[src/rtl/mux2_arbiter.sv]
// Packet-aware round-robin 2:1 arbiter driving the shared-channel mux select; grant lands one edge after an IDLE request.
// Backpressure: i_ready=0 holds the granted beat on the channel with no ack; a granted requester owns the channel until its last beat transfers.
module mux2_arbiter #(
  parameter int DWIDTH = 8
) (
  input  logic              i_clk,
  input  logic              i_rstn,
  input  logic              i_req0,
  input  logic [DWIDTH-1:0] i_data0,
  input  logic              i_last0,
  output logic              o_ack0,
  input  logic              i_req1,
  input  logic [DWIDTH-1:0] i_data1,
  input  logic              i_last1,
  output logic              o_ack1,
  output logic              o_valid,
  output logic [DWIDTH-1:0] o_data,
  output logic              o_last,
  input  logic              i_ready,
  output logic              o_sel,
  output logic              o_busy
);

  typedef enum logic [1:0] {IDLE, GNT0, GNT1} state_t;

  state_t state;
  logic   rr_ptr;
  logic   xfer;

  // Masked by reset so an abandoned packet never sees a final ack on the reset edge.
  assign o_valid = i_rstn & (((state == GNT0) & i_req0) | ((state == GNT1) & i_req1));
  assign o_data  = o_sel ? i_data1 : i_data0;
  assign o_last  = o_sel ? i_last1 : i_last0;
  assign xfer    = o_valid & i_ready;
  assign o_ack0  = xfer & ~o_sel;
  assign o_ack1  = xfer & o_sel;
  assign o_busy  = (state != IDLE);

  always_ff @(posedge i_clk) begin
    if (!i_rstn) begin
      state  <= IDLE;
      rr_ptr <= 1'b1;
      o_sel  <= 1'b0;
    end else begin
      case (state)
        IDLE: begin
          if (i_req0 && (!i_req1 || rr_ptr)) begin
            state <= GNT0;
            o_sel <= 1'b0;
          end else if (i_req1) begin
            state <= GNT1;
            o_sel <= 1'b1;
          end
        end
        GNT0: begin
          if (xfer && i_last0) begin
            rr_ptr <= 1'b0;
            if (i_req1) begin
              state <= GNT1;
              o_sel <= 1'b1;
            end else begin
              state <= IDLE;
            end
          end
        end
        GNT1: begin
          if (xfer && i_last1) begin
            rr_ptr <= 1'b1;
            if (i_req0) begin
              state <= GNT0;
              o_sel <= 1'b0;
            end else begin
              state <= IDLE;
            end
          end
        end
        default: state <= IDLE;
      endcase
    end
  end

endmodule

[config.mk]
export PLATFORM = sky130hd
export DESIGN_NAME = mux2_arbiter
export DESIGN_NICKNAME = d
export VERILOG_FILES = /design/src/rtl/mux2_arbiter.sv
export SDC_FILE = /design/constraint.sdc
export NUM_CORES = 1
export LEC_CHECK = 0
export ABC_AREA = 1
export CORE_MARGIN = 1
export CORE_UTILIZATION = 34
export CTS_CLUSTER_DIAMETER = 80
export DETAILED_ROUTE_END_ITERATION = 10
export PLACE_DENSITY_LB_ADDON = 0.3
export SLEW_MARGIN = 25
export SYNTH_ARGS = -nofsm -noshare
export SYNTH_HDL_FRONTEND = slang
export SYNTH_SLANG_ARGS = --single-unit
[constraint.sdc]
create_clock -name i_clk -period 2.1 [get_ports i_clk]
set_input_delay 0.42 -clock i_clk [delete_from_list [all_inputs] [get_ports i_clk]]
set_output_delay 0.42 -clock i_clk [all_outputs]
set_load 0.03 [all_outputs]
==> results of run 1 <==
[critical path, stage by stage]
cell,delay (ns)
clkdlybuf4s50_1,0.50
nand2_1,0.09
a21boi_2,0.16
nand2_1,0.08
nor2_1,0.09
buf_4,0.17
[timing repair]
| item | in CTS | in global routing |
|---|---|---|
| hold endpoints to repair | 0 | 0 |
| setup endpoints to repair | 0 | 9 |
| resized for setup | 0 | 9 |
[cell families after synthesis]
group	after synthesis
flip-flops	4
AO/OA/AOI/OAI	7
adder cells (fa/ha/maj)	4
AND/OR/NAND/NOR	62
buffers and inverters	11
[synth_stat cells, drive strengths merged]
master and n:
dfxtp 4, nand2 43, a21oi 3, nor2 10
a21boi 1, nand3 5, o21ai 2, ha 4
clkbuf 2, o21bai 1, inv 9, nand4 4
[flip-flops by register name, summed over array words and instances, names as in the netlist]
| signal | count |
|---|---|
| state | 2 |
| rr_ptr | 1 |
| o_sel | 1 |
[routing by layer]
layer | track usage, % | routed length, um | vias to the layer above
met5 | 0 | 0 | -
met4 | 12.9 | 13 | 0
met3 | 3.47 | 76 | 2
met2 | 32.5 | 736 | 18
met1 | 26.2 | 675 | 280
li1 | - | - | 354
[cell type report]
class | count | area [um2] | area share [%]
repair buffers | 38 | 378 | 42.4
multi-input cells | 73 | 355 | 39.8
flip-flops and latches | 4 | 80.1 | 8.98
inverters | 9 | 37.5 | 4.21
clock buffers | 3 | 22.5 | 2.52
well taps | 15 | 18.8 | 2.10
[power groups by stage]
| stage | sequential [mW] | clock, mW | combinational [mW] |
|---|---|---|---|
| floorplan | 0.134 | 0 | 0.458 |
| global placement | 0.122 | 0 | 0.699 |
| detailed placement | 0.124 | 0 | 0.711 |
| CTS | 0.123 | 0.0973 | 0.713 |
| global route | 0.130 | 0.105 | 0.791 |
| finish | 0.127 | 0.0902 | 0.712 |
[layout by cell type (no fill, tap or decap)]
cell	Yosys	layout
a21boi_2	0	1
a21oi_1	3	3
buf_4	0	8
clkbuf_4	0	3
clkdlybuf4s50_1	0	23
clkinvlp_4	0	1
dfxtp_1	4	4
dlymetal6s2s_1	0	7
ha_1	4	3
ha_2	0	1
inv_1	9	8
nand2_1	41	41
nand2_2	2	2
nand3_1	4	4
nand3_2	1	1
nand4_1	4	4
nor2_1	10	10
o21ai_0	2	2
o21bai_1	1	1
[worst max-delay path by stage]
stage                                from         to  slack [ns]  cells after the start
floorplan           state[0]$_SDFFE_PN0P_     o_ack0        0.08                      6
global placement               i_data0[6]  o_data[6]        0.03                      4
detailed placement             i_data0[7]  o_data[7]        0.02                      4
CTS                 state[0]$_SDFFE_PN0P_     o_busy        0.01                      4
global route        state[1]$_SDFFE_PN0P_     o_ack1        0.04                      7
finish                             i_req1     o_ack1        0.17                      6
==> flow_metrics.py, run 1 <==
metrics = {
    "routing": {
        "wl_per_cell_um": 10.6,
        "vias": 654,
        "drt-total-wl_mm": 1.50,
        "postRouteAntennaNets": 0,
        "via_per_inst": 4.61,
        "drc": 0,
        "first_pass_iters": 4,
        "drtIter0Drc": 18,
    },
    "synthesis": {
        "muxShareOfSynthArea_pct": 0,
        "postSynthAreaPerCell_um2": 5.35,
        "syn-num-nets": 115,
        "synth_top_area_cell": "nand2_1",
        "netlist_area_um2": 470,
        "syn_inst": 88,
        "synth_seq_cells": 4,
        "yosysTopAreaCellShare_pct": 32.7,
        "synth-compound-area-share_pct": 8.51,
        "yosys-top-cells-area": "nand2_1 33%, dfxtp_1 17%, ha_1 11%",
        "ys_types": 14,
        "synth_top_family_by_area": "simple AND/OR/NAND/NOR gates",
        "ys_seq_area_share_pct": 17.0,
        "synth_xor_xnor_area_share_pct": 0,
        "yosysWarnings": 0,
        "synth-simple-area-share_pct": 55.1,
        "synth_fa_ha_area_share_pct": 10.6,
    },
    "placed_design": {
        "globalplace.congestion": 0.867,
        "dp_hpwl_mm": 1.16,
        "io_buffers": 36,
        "dpl_worst_slack_ns": 0.0233,
        "placed_cell_area_um2": 846,
        "place_inst": 139,
    },
    "power": {
        "switching_share_pct": 51.4,
        "peakVddDrop_mv": 0.693,
        "p_leak_nw": 0.518,
        "comb_power_share_pct": 76.6,
        "p_seq_share_pct": 13.7,
        "p_clk_share_pct": 9.7,
        "p_sw_mw": 0.478,
        "p_per_area_nw_per_um2": 1040,
        "fin_total_pwr_mw": 0.929,
        "p_int_mw": 0.451,
    },
    "setup_path": {
        "cp.arrival_ns": 1.51,
        "cp-end-kind": "primary output",
        "timing.rr.end": "o_sel$_SDFFE_PN0P_",
        "startpoint_type": "input port",
        "crit_fanout": 3,
        "required_ns": 1.68,
        "r2r-start": "state[0]$_SDFFE_PN0P_",
        "crit_type": "in -> out",
        "rrSetupSlack_ns": 0.67,
        "reg2reg_depth": 10,
    },
    "timing": {
        "post-route-period-util_pct": 92.1,
        "whs_ns": 0.497,
        "fin_crit_ns": 1.93,
        "report.final.slew_viol_count": 0,
        "rsz0062_at_grt": "false",
        "fin_skew_ns": 0.000810,
        "setup_slack_ns": 0.167,
        "max-slew-margin-rel_pct": 78.3,
        "hold_viol_final": 0,
        "worst_pin_slew_ns": 0.325,
        "tns_ns": 0,
        "fmax_ghz": 0.517,
        "finalSetupViolCount": 0,
    },
    "cells_and_area": {
        "drive_gt1_share_pct": 13.4,
        "layout.nets": 156,
        "final_util_pct": 68.6,
        "syn_to_final_growth_pct": 89.6,
        "stdcell_count": 142,
        "design_area_um2": 892,
        "final.fill_count": 118,
        "diodes": 0,
    },
    "clocking": {
        "htreeDepth": 1,
        "cts-buffers-inserted": 3,
        "post_cts.repair.setup_buffers": 0,
        "numClockSinks": 4,
        "cts_hold_buf": 0,
        "clock_latency_ns": 0.23,
        "cts_root_buf": "clkbuf_4",
        "cts_tree": "done",
        "clk_pin_slew_worst_paths_ns": 0.03,
        "clk_path_buf_depth": 2,
    },
    "grt": {
        "overflow": 0,
        "grt_pass1_wl_mm": 2.10,
        "grt_pass1_vias": 537,
        "antenna_found_initial": 0,
        "grt_start_max_net_pins": 13,
        "grt_usage_pct": 20.9,
    },
    "floorplan": {
        "die_w_um": 39.2,
        "row_count": 13,
        "die_area_um2": 1540,
        "initial_core_util_pct": 36.2,
        "core_area_um2": 1300,
        "ioPinCount": 37,
        "die_y_um": 39.2,
    },
    "hold_path": {
        "hold_path_class": "reg -> reg",
        "hold_path_startpoint": "rr_ptr$_SDFFE_PN1P_",
        "min_to": "rr_ptr$_SDFFE_PN1P_",
        "whs_path_depth": 2,
    },
    "outcome": {
        "status": "finished, final reports clean",
    },
    "job": {
        "maxCapViolations": 0,
    },
}
Note: power is estimated with default switching activity, not from simulation.
==> run 2, diff against run 1 <==
--- a/config.mk
+++ b/config.mk
@@ -11,6 +11,7 @@
 export CTS_CLUSTER_DIAMETER = 80
 export DETAILED_ROUTE_END_ITERATION = 10
 export PLACE_DENSITY_LB_ADDON = 0.3
+export REMOVE_ABC_BUFFERS = 1
 export SLEW_MARGIN = 25
 export SYNTH_ARGS = -nofsm -noshare
 export SYNTH_HDL_FRONTEND = slang
==> run 2 against run 1 <==
Die area unchanged. Maximum frequency decreased by 2.2%. Register-to-register slack got worse by 0.07 ns. Clock power up 6.0%. Setup slack worse by 0.043 ns. Highest routed layer unchanged.
==> flow_metrics.py, run 2 (synthesis gave the netlist of run 1 again) <==
metrics = {
    "setup_path": {
        "path_delay_family": "flip-flops",
        "startpoint_type": "flip-flop",
        "worst-path-stages": 7,
        "required_ns": 1.68,
        "cp_num_buf_inv": 2,
        "crit_fanout": 5,
        "cp_slowest_cell": "dfxtp_1",
        "path_common_cell": "nand2_1",
        "r2r-start": "state[0]$_SDFFE_PN0P_",
        "crit_start": "state[0]$_SDFFE_PN0P_",
        "slowest_delay_ns": 0.32,
        "cp.arrival_ns": 1.56,
        "reg2reg_depth": 9,
        "crit_type": "reg -> out",
        "rrSetupSlack_ns": 0.60,
        "timing.rr.end": "state[1]$_SDFFE_PN0P_",
        "path_cells": "inv_1, ha_1, nand2_1, a21boi_1, nand2_1, nor2_1, buf_4",
        "cp-end-kind": "primary output",
    },
    "floorplan": {
        "die_w_um": 39.2,
        "core_area_um2": 1300,
        "initial_core_util_pct": 36.2,
        "die_area_um2": 1540,
        "row_count": 13,
        "die_y_um": 39.2,
        "ioPinCount": 37,
    },
    "cells_and_area": {
        "largest_reg_flops": 2,
        "layout_common_cells": "41 x nand2_1, 23 x clkdlybuf4s50_1, 10 x nor2_1, 8 x inv_1, 8 x buf_4",
        "layout_commonest_cell": "nand2_1",
        "regMostFlops": "state",
        "drive_gt1_share_pct": 11.8,
        "design_area_um2": 882,
        "diodes": 0,
        "final_util_pct": 67.8,
        "reg_top3": "state x2, o_sel x1, rr_ptr x1",
        "layout.nets": 156,
        "syn_to_final_growth_pct": 87.5,
    },
    "timing": {
        "fin_skew_ns": 0.00912,
        "tns_ns": 0,
        "setup_slack_ns": 0.124,
        "rsz0062_at_grt": "false",
        "max-slew-margin-rel_pct": 78.8,
        "fmax_ghz": 0.506,
        "post-route-period-util_pct": 94.1,
        "worst_pin_slew_ns": 0.318,
        "report.final.slew_viol_count": 0,
        "fin_crit_ns": 1.98,
        "finalSetupViolCount": 0,
        "hold_viol_final": 0,
    },
    "placed_design": {
        "placed_cell_area_um2": 842,
        "globalplace.congestion": 0.878,
        "dp_hpwl_mm": 1.19,
        "io_buffers": 36,
        "dpl_worst_slack_ns": -0.00256,
    },
    "routing": {
        "via_per_inst": 4.70,
        "vias": 668,
        "first_pass_iters": 4,
        "drtIter0Drc": 8,
        "drc": 0,
        "postRouteAntennaNets": 0,
        "wl_per_cell_um": 10.6,
        "drt-total-wl_mm": 1.51,
    },
    "power": {
        "p_clk_share_pct": 10.3,
        "fin_total_pwr_mw": 0.926,
        "peakVddDrop_mv": 0.677,
        "p_int_mw": 0.446,
        "p_leak_nw": 0.511,
        "switching_share_pct": 51.9,
        "p_per_area_nw_per_um2": 1050,
        "p_sw_mw": 0.480,
        "comb_power_share_pct": 76.1,
        "p_seq_share_pct": 13.5,
    },
    "grt": {
        "overflow": 0,
        "antenna_found_initial": 0,
        "grt_start_max_net_pins": 13,
        "grt_usage_pct": 18.6,
        "grt_pass1_vias": 518,
        "grt_pass1_wl_mm": 1.95,
    },
    "clocking": {
        "clk_path_buf_depth": 2,
        "cts-buffers-inserted": 3,
        "numClockSinks": 4,
        "cts_root_buf": "clkbuf_4",
        "clk_pin_slew_worst_paths_ns": 0.04,
        "clock_latency_ns": 0.24,
        "htreeDepth": 1,
        "cts_tree": "done",
    },
    "outcome": {
        "status": "finished, final reports clean",
    },
    "hold_path": {
        "hold_path_startpoint": "rr_ptr$_SDFFE_PN1P_",
        "hold_path_class": "reg -> reg",
        "min_to": "rr_ptr$_SDFFE_PN1P_",
        "whs_path_depth": 2,
    },
    "job": {
        "maxCapViolations": 0,
    },
}
[run 2: cell types whose count changed in the layout (fill, tap and decap cells not counted)]
cell / delta
ha_1: +1
a21boi_2: -1
dlymetal6s2s_1: -1
a21boi_1: +1
dlygate4sd2_1: +1
ha_2: -1
[run 2: power groups by stage]
stage	combinational [mW]	sequential, mW	clock, mW
CTS	0.710	0.122	0.102
finish	0.705	0.125	0.0956
global placement	0.698	0.122	0
detailed placement	0.711	0.123	0
global route	0.771	0.129	0.104
floorplan	0.437	0.144	0
[run 2: cell type report]
class / count / area (um2)
clock buffers: 3 / 22.5
fillers: 123 / 419
inverters: 9 / 37.5
multi-input cells: 73 / 349
flip-flops and latches: 4 / 80.1
well taps: 15 / 18.8
repair buffers: 38 / 374
[run 2: tightest hold or removal path: cells and delay by family, from the launching register on]
kind,cells,cell delay (ns)
flops,1,0.32
simple gates,2,0.11
[run 2: timing repair]
item | CTS | global route
buffers inserted | 0 | 0
hold buffers | 0 | 0
resized for setup | 1 | 8
endpoints found under the setup margin | 1 | 8
gates cloned | 0 | 0
endpoints found under the hold margin | 0 | 0
[run 2: through the flow]
stage | cells | hold WS (ns)
finish | 142 | 0.491
global route | 142 | 0.529
CTS | 142 | 0.490
detailed placement | 139 | 0.479
global placement | 139 | 0.482
floorplan | 86 | 0.445
[run 2: how the worst max path moves through the flow]
stage	endpoint	slack, ns
global route	o_ack1	0.0008
finish	o_ack0	0.12
CTS	o_data[5]	0.008
detailed placement	o_data[1]	-0.003
global placement	o_data[1]	0.03
floorplan	o_ack0	-0.39
[run 2: routing by layer]
metal	GRT usage (%)	vias to the layer above	part of all wire [%]
li1	-	354	-
met1	19.7	287	43
met2	33.3	25	52
met3	3.47	2	4.9
met4	11.2	0	0.40
met5	0	-	0
